===== config.mk =====
export PLATFORM = sky130hd
export DESIGN_NAME = int_ctrl
export DESIGN_NICKNAME = d
export VERILOG_FILES = /design/src/rtl/int_ctrl_pkg.sv /design/src/rtl/int_prio_enc.sv /design/src/rtl/int_ctrl.sv
export SDC_FILE = /design/constraint.sdc
export NUM_CORES = 1
export LEC_CHECK = 0
export ABC_AREA = 1
export BUFFER_PORTS_ARGS = -buffer_cell sky130_fd_sc_hd__clkbuf_2
export CAP_MARGIN = 5
export CORE_MARGIN = 5
export CORE_UTILIZATION = 54
export CTS_CLUSTER_SIZE = 10
export DETAILED_ROUTE_END_ITERATION = 7
export PLACE_DENSITY = 0.81
export SYNTH_ARGS = -nofsm -noshare
export SYNTH_HDL_FRONTEND = slang
export SYNTH_SLANG_ARGS = --single-unit

===== constraint.sdc =====
create_clock -name clk -period 2.45 [get_ports clk]
set_input_delay 0.49 -clock clk [delete_from_list [all_inputs] [get_ports clk]]
set_output_delay 0.49 -clock clk [all_outputs]
set_load 0.01 [all_outputs]

===== src/rtl/int_ctrl_pkg.sv =====
// Shared definitions for the vectored interrupt controller: register map,
// FSM state encoding and CTRL field positions.
package int_ctrl_pkg;

  localparam int unsigned NIrq = 8;
  localparam int unsigned IdW  = 3;

  localparam logic [1:0] AddrVecBase = 2'd0;
  localparam logic [1:0] AddrCtrl    = 2'd1;
  localparam logic [1:0] AddrPending = 2'd2;
  localparam logic [1:0] AddrStatus  = 2'd3;

  localparam int unsigned GieBit = 8;

  typedef enum logic [1:0] {
    StIdle    = 2'b00,
    StFire    = 2'b01,
    StService = 2'b10
  } state_e;

endpackage


===== src/rtl/int_prio_enc.sv =====
// Lowest-index-first 8-to-3 priority encoder; bit 0 has the highest priority.
module int_prio_enc
  import int_ctrl_pkg::*;
(
  input  logic [NIrq-1:0] req_i,
  output logic [IdW-1:0]  id_o,
  output logic            valid_o
);

  // Scan downward so the lowest set index is the last one written.
  always_comb begin
    id_o    = '0;
    valid_o = 1'b0;
    for (int i = NIrq - 1; i >= 0; i--) begin
      if (req_i[i]) begin
        id_o    = IdW'(i);
        valid_o = 1'b1;
      end
    end
  end

endmodule


===== src/rtl/int_ctrl.sv =====
// Vectored interrupt controller: edge-latched sources, mask/GIE, one-cycle
// redirect to vec_base + 4*id, EPC capture, and blocking until end-of-interrupt.
module int_ctrl
  import int_ctrl_pkg::*;
(
  input  logic        clk,
  input  logic        rst_flag,
  input  logic [7:0]  irq,
  input  logic [31:0] ret_pc,
  input  logic        eoi,
  input  logic        cfg_we,
  input  logic [1:0]  cfg_addr,
  input  logic [31:0] cfg_wdata,
  output logic [31:0] cfg_rdata,
  output logic        int_flag,
  output logic [31:0] int_addr,
  output logic        busy
);

  state_e           state_q, state_d;
  logic [31:0]      vec_base_q, vec_base_d;
  logic [NIrq-1:0]  mask_q, mask_d;
  logic             gie_q, gie_d;
  logic [NIrq-1:0]  pending_q, pending_d;
  logic [31:0]      epc_q, epc_d;
  logic [NIrq-1:0]  irq_d_q;
  logic [IdW-1:0]   isr_id_q, isr_id_d;
  logic             int_flag_q, int_flag_d;
  logic [31:0]      int_addr_q, int_addr_d;

  logic [NIrq-1:0]  elig;
  logic [IdW-1:0]   elig_id;
  logic             elig_valid;
  logic [NIrq-1:0]  clr;
  logic             cfg_wr;

  assign elig   = pending_q & mask_q;
  assign cfg_wr = ~cfg_we;

  int_prio_enc u_prio_enc (
    .req_i   (elig),
    .id_o    (elig_id),
    .valid_o (elig_valid)
  );

  always_comb begin
    state_d    = state_q;
    vec_base_d = vec_base_q;
    mask_d     = mask_q;
    gie_d      = gie_q;
    epc_d      = epc_q;
    isr_id_d   = isr_id_q;
    int_flag_d = int_flag_q;
    int_addr_d = int_addr_q;
    clr        = '0;

    if (cfg_wr) begin
      case (cfg_addr)
        AddrVecBase: vec_base_d = cfg_wdata;
        AddrCtrl: begin
          mask_d = cfg_wdata[NIrq-1:0];
          gie_d  = cfg_wdata[GieBit];
        end
        AddrPending: clr = cfg_wdata[NIrq-1:0];
        default: ;
      endcase
    end

    // Decisions use registered MASK/GIE/VEC_BASE, so same-cycle writes land afterwards.
    case (state_q)
      StIdle: begin
        if (gie_q && elig_valid) begin
          state_d    = StFire;
          int_addr_d = vec_base_q + {27'b0, elig_id, 2'b00};
          isr_id_d   = elig_id;
          int_flag_d = 1'b0;
        end
      end
      StFire: begin
        epc_d         = ret_pc;
        clr[isr_id_q] = 1'b1;
        int_flag_d    = 1'b1;
        state_d       = StService;
      end
      StService: begin
        if (!eoi) state_d = StIdle;
      end
      default: begin
        state_d    = StIdle;
        int_flag_d = 1'b1;
      end
    endcase

    // New edges win over any clear landing on the same bit.
    pending_d = (pending_q & ~clr) | (irq & ~irq_d_q);
  end

  always_ff @(posedge clk) begin
    if (!rst_flag) begin
      state_q    <= StIdle;
      vec_base_q <= '0;
      mask_q     <= '0;
      gie_q      <= 1'b0;
      pending_q  <= '0;
      epc_q      <= '0;
      irq_d_q    <= '0;
      isr_id_q   <= '0;
      int_flag_q <= 1'b1;
      int_addr_q <= '0;
    end else begin
      state_q    <= state_d;
      vec_base_q <= vec_base_d;
      mask_q     <= mask_d;
      gie_q      <= gie_d;
      pending_q  <= pending_d;
      epc_q      <= epc_d;
      irq_d_q    <= irq;
      isr_id_q   <= isr_id_d;
      int_flag_q <= int_flag_d;
      int_addr_q <= int_addr_d;
    end
  end

  always_comb begin
    cfg_rdata = '0;
    case (cfg_addr)
      AddrVecBase: cfg_rdata = vec_base_q;
      AddrCtrl:    cfg_rdata = {23'b0, gie_q, mask_q};
      AddrPending: cfg_rdata = {24'b0, pending_q};
      AddrStatus:  cfg_rdata = epc_q;
      default:     cfg_rdata = '0;
    endcase
  end

  assign int_flag = int_flag_q;
  assign int_addr = int_addr_q;
  assign busy     = (state_q != StIdle);

endmodule


==> flow_summary.yaml <==
synthesis:
  ys_top_cells_by_area: "dfxtp_1 43%, nand2_1 14%, o21ai_0 9.9%"
  synth.most_common_cell: "nand2_1"
  synth_common_cells: "223 x nand2_1, 150 x nor2_1, 127 x dfxtp_1, 117 x o21ai_0, 75 x inv_1"
  syn_nets: 973
  yosysTopAreaCell: "dfxtp_1"
  ys.warnings.count: 0
  syn_area_um2: 5910
  synth_top_area_share_pct: 43.0
  ys_async_sr_fraction_pct: 0
  synth_edf_count: 0
  ys_seq_area_share_pct: 43.0
  ys_ff_latch: 127
  syn_avg_cell_area_um2: 6.63
  ys_types: 32
  dominantRegCellSynth: "dfxtp_1"
  syn_inst: 891
setup_path:
  crit_required_ps: 2880
  critPathSlowestCell: "fa_2"
  crit_path_max_fanout: 7
  crit_path_end_kind: "flop"
  critical_path_class: "reg -> reg"
  cpMostUsedCell: "nand2_1"
  cp_data_arrival_time_ps: 2860
  worstSetupStartpointType: "flop"
  slowest_delay_ps: 390
  crit_chain: "nand2_2 -> inv_2 -> nand2_1 -> nand2_1 -> nand2_1 -> nand2_1 -> nand2_1 -> nand2_1 -> nand2_1 -> inv_1 -> ha_2 -> inv_2 -> fa_2 -> o21ai_4 -> nand3_2 -> inv_2 -> nand2_1 -> nand2_1 -> nand3_1 -> nand2_1 -> inv_1"
route:
  routed_via_density: 5.42
  drc: 0
  firstDrtPassIters: 6
  vias: 6436
  antenna_left: 0
  wl_per_cell_um: 15.7
  wirelength_mm: 18.7
  drt_iter0_drc: 463
sta:
  setup_violations: 0
  rsz0062_at_grt: "yes"
  fin_skew_ps: 8.28
  worst_slew_pin_slew_ps: 680
  post-route-min-period_ps: 2430
  slew_viol_final: 0
  fmax_ghz: 0.411
  finalWorstSetupSlack_ps: 19.5
  timing.final.hold_violations: 0
  worst_slew_margin_rel_pct: 54.7
  finalCritPeriodShare_pct: 99.2
layout:
  drive_above_1_share_pct: 21.5
  final_nets: 1117
  fin_area_um2: 7410
  areaGrowthSynthToFinish_pct: 25.5
power_and_ir_drop:
  p_comb_share_pct: 7.9
  p_leak_nw: 3.42
  intPower_w: 0.00375
  vdd_drop_max_mv: 0.666
  pwr_density_cell_nw_per_um2: 669
  clkPwrFrac_pct: 47.7
  sw_frac_of_total_pct: 24.4
  p_seq_share_pct: 44.4
  switchingPower_w: 0.00121
die:
  num_io_pins: 144
  die_x_um: 115
  core.rowCount: 38
  die_h_um: 115
  core_region_area_um2: 10800
  start_util_pct: 54.8
  dieArea_um2: 13100
global_route:
  grt_pass1_vias: 6049
  grt_overflow: 0
  grt_pass1_wl_mm: 30.0
  antenna_found_initial: 0
  grtUsageTotal_pct: 29.3
  grt_max_degree: 80
outcome:
  outcome: "completed"
clocking:
  cts_buffers: 17
  hold_buffers: 0
  root_buffer: "clkbuf_8"
  cts-htree-levels: 4
  cts.sinks: 127
  cts_buffer_depth: 2
  clk-insertion-delay-late_ps: 530
  cts_tree: "yes"
  path_clk_slew_ps: 60
worst_hold_path:
  hold_path_class: "in -> reg"
placed_design:
  port_buffers: 143
  pre_cts_ws_ps: -3.25
  finalWeightedCongestion: 0.988
  dpl.hpwl_mm: 13.7
  dpl_cell_area_um2: 6780
job:
  drv_cap: 0
## cells in the final DEF (no fill, tap or decap), types with 4 or more instances in the layout
| cell type | count |
|---|---|
| clkbuf_2 | 142 |
| nand3_1 | 52 |
| nor2_2 | 6 |
| nand4_1 | 24 |
| o21ai_1 | 4 |
| clkbuf_16 | 16 |
| dfxtp_1 | 124 |
| nand2_2 | 5 |
| nor2_1 | 147 |
| buf_4 | 21 |
| o21ai_0 | 113 |
| inv_2 | 7 |
| nand2_1 | 220 |
| a21oi_1 | 47 |
| inv_1 | 70 |
## cell families after synthesis
family	Yosys count	share of synthesized area [%]
adder cells (fa/ha/maj)	4	0.974
AND/OR/NAND/NOR	461	31.9
buffers and inverters	120	8.13
AO/OA/AOI/OAI	173	15.1
XOR/XNOR	6	0.889
flip-flops	127	43.0
## area by class of cell
type / instances / area [µm²]
diodes: 1 / 2.50
clock buffers: 21 / 439
clock inverters: 10 / 115
fillers: 972 / 3380
inverters: 80 / 303
multi-input cells: 644 / 2940
flip-flops and latches: 127 / 2550
well taps: 140 / 175
repair buffers: 165 / 893
## worst paths after layout
kind,slack [ps],depth (start not counted),start,endpoint
setup / recovery,20,21,mask_q[7],int_addr[28]
hold / removal,150,3,irq[4],irq_d_q[4]
setup reg to reg,20,21,mask_q[7],int_addr[28]
hold reg to reg,410,1,irq_d_q[2],pending_q[2]
## sequential cells by signal (all words and copies together), names as in the netlist
| register | flops |
|---|---|
| pending_q | 8 |
| irq_d_q | 8 |
| isr_id_q | 3 |
| int_flag | 1 |
| int_addr | 32 |
| vec_base_q | 32 |
| gie_q | 1 |
| state_q | 2 |
| epc_q | 32 |
| mask_q | 8 |
## through the flow
step	TNS (ps)	utilization [%]	cells	hold slack (ps)	total power, W
6_report	0	68.7	1188	152	0.00496
5_1_grt	-1550	68.7	1187	143	0.00512
4_1_cts	0	68.0	1184	145	0.00496
3_5_place_dp	-3.25	62.8	1153	412	0.00262
3_3_place_gp	0	62.8	1153	401	0.00262
2_1_floorplan	0	-	891	399	0.00243
## power groups by stage
stage | registers, W | clock network (W) | logic (W)
CTS | 0.00220 | 0.00238 | 0.000386
global route | 0.00221 | 0.00248 | 0.000438
finish | 0.00220 | 0.00237 | 0.000392
floorplan | 0.00222 | 0 | 0.000206
detailed placement | 0.00224 | 0 | 0.000383
global placement | 0.00224 | 0 | 0.000382
## critical path, delay by kind of cell, from the launching register on
| family | cells | cell delay (ps) |
|---|---|---|
| AND/OR/NAND/NOR | 13 | 820 |
| AO/OA/AOI/OAI | 1 | 310 |
| adder cells (fa/ha/maj) | 2 | 570 |
| flip-flops | 1 | 340 |
| buffers and inverters | 5 | 280 |
## routing by layer
metal / global-route usage, % / vias up / part of all wire, % / wire [µm]
li1: - / 3177 / - / -
met1: 36.0 / 2907 / 41 / 7600
met2: 47.9 / 295 / 48 / 8910
met3: 7.40 / 57 / 7.7 / 1440
met4: 14.2 / 0 / 4.1 / 767
met5: 0 / - / 0 / 0
## timing repair
| item | CTS | global route |
|---|---|---|
| buffers inserted | 0 | 3 |
| cloned | 0 | 0 |
| gates resized for setup | 0 | 26 |
| pin swaps | 1 | 7 |
| endpoints found under the hold margin | 0 | 0 |
| endpoints found under the setup margin | 4 | 14 |
No activity file was read; power rests on OpenSTA's default activity.
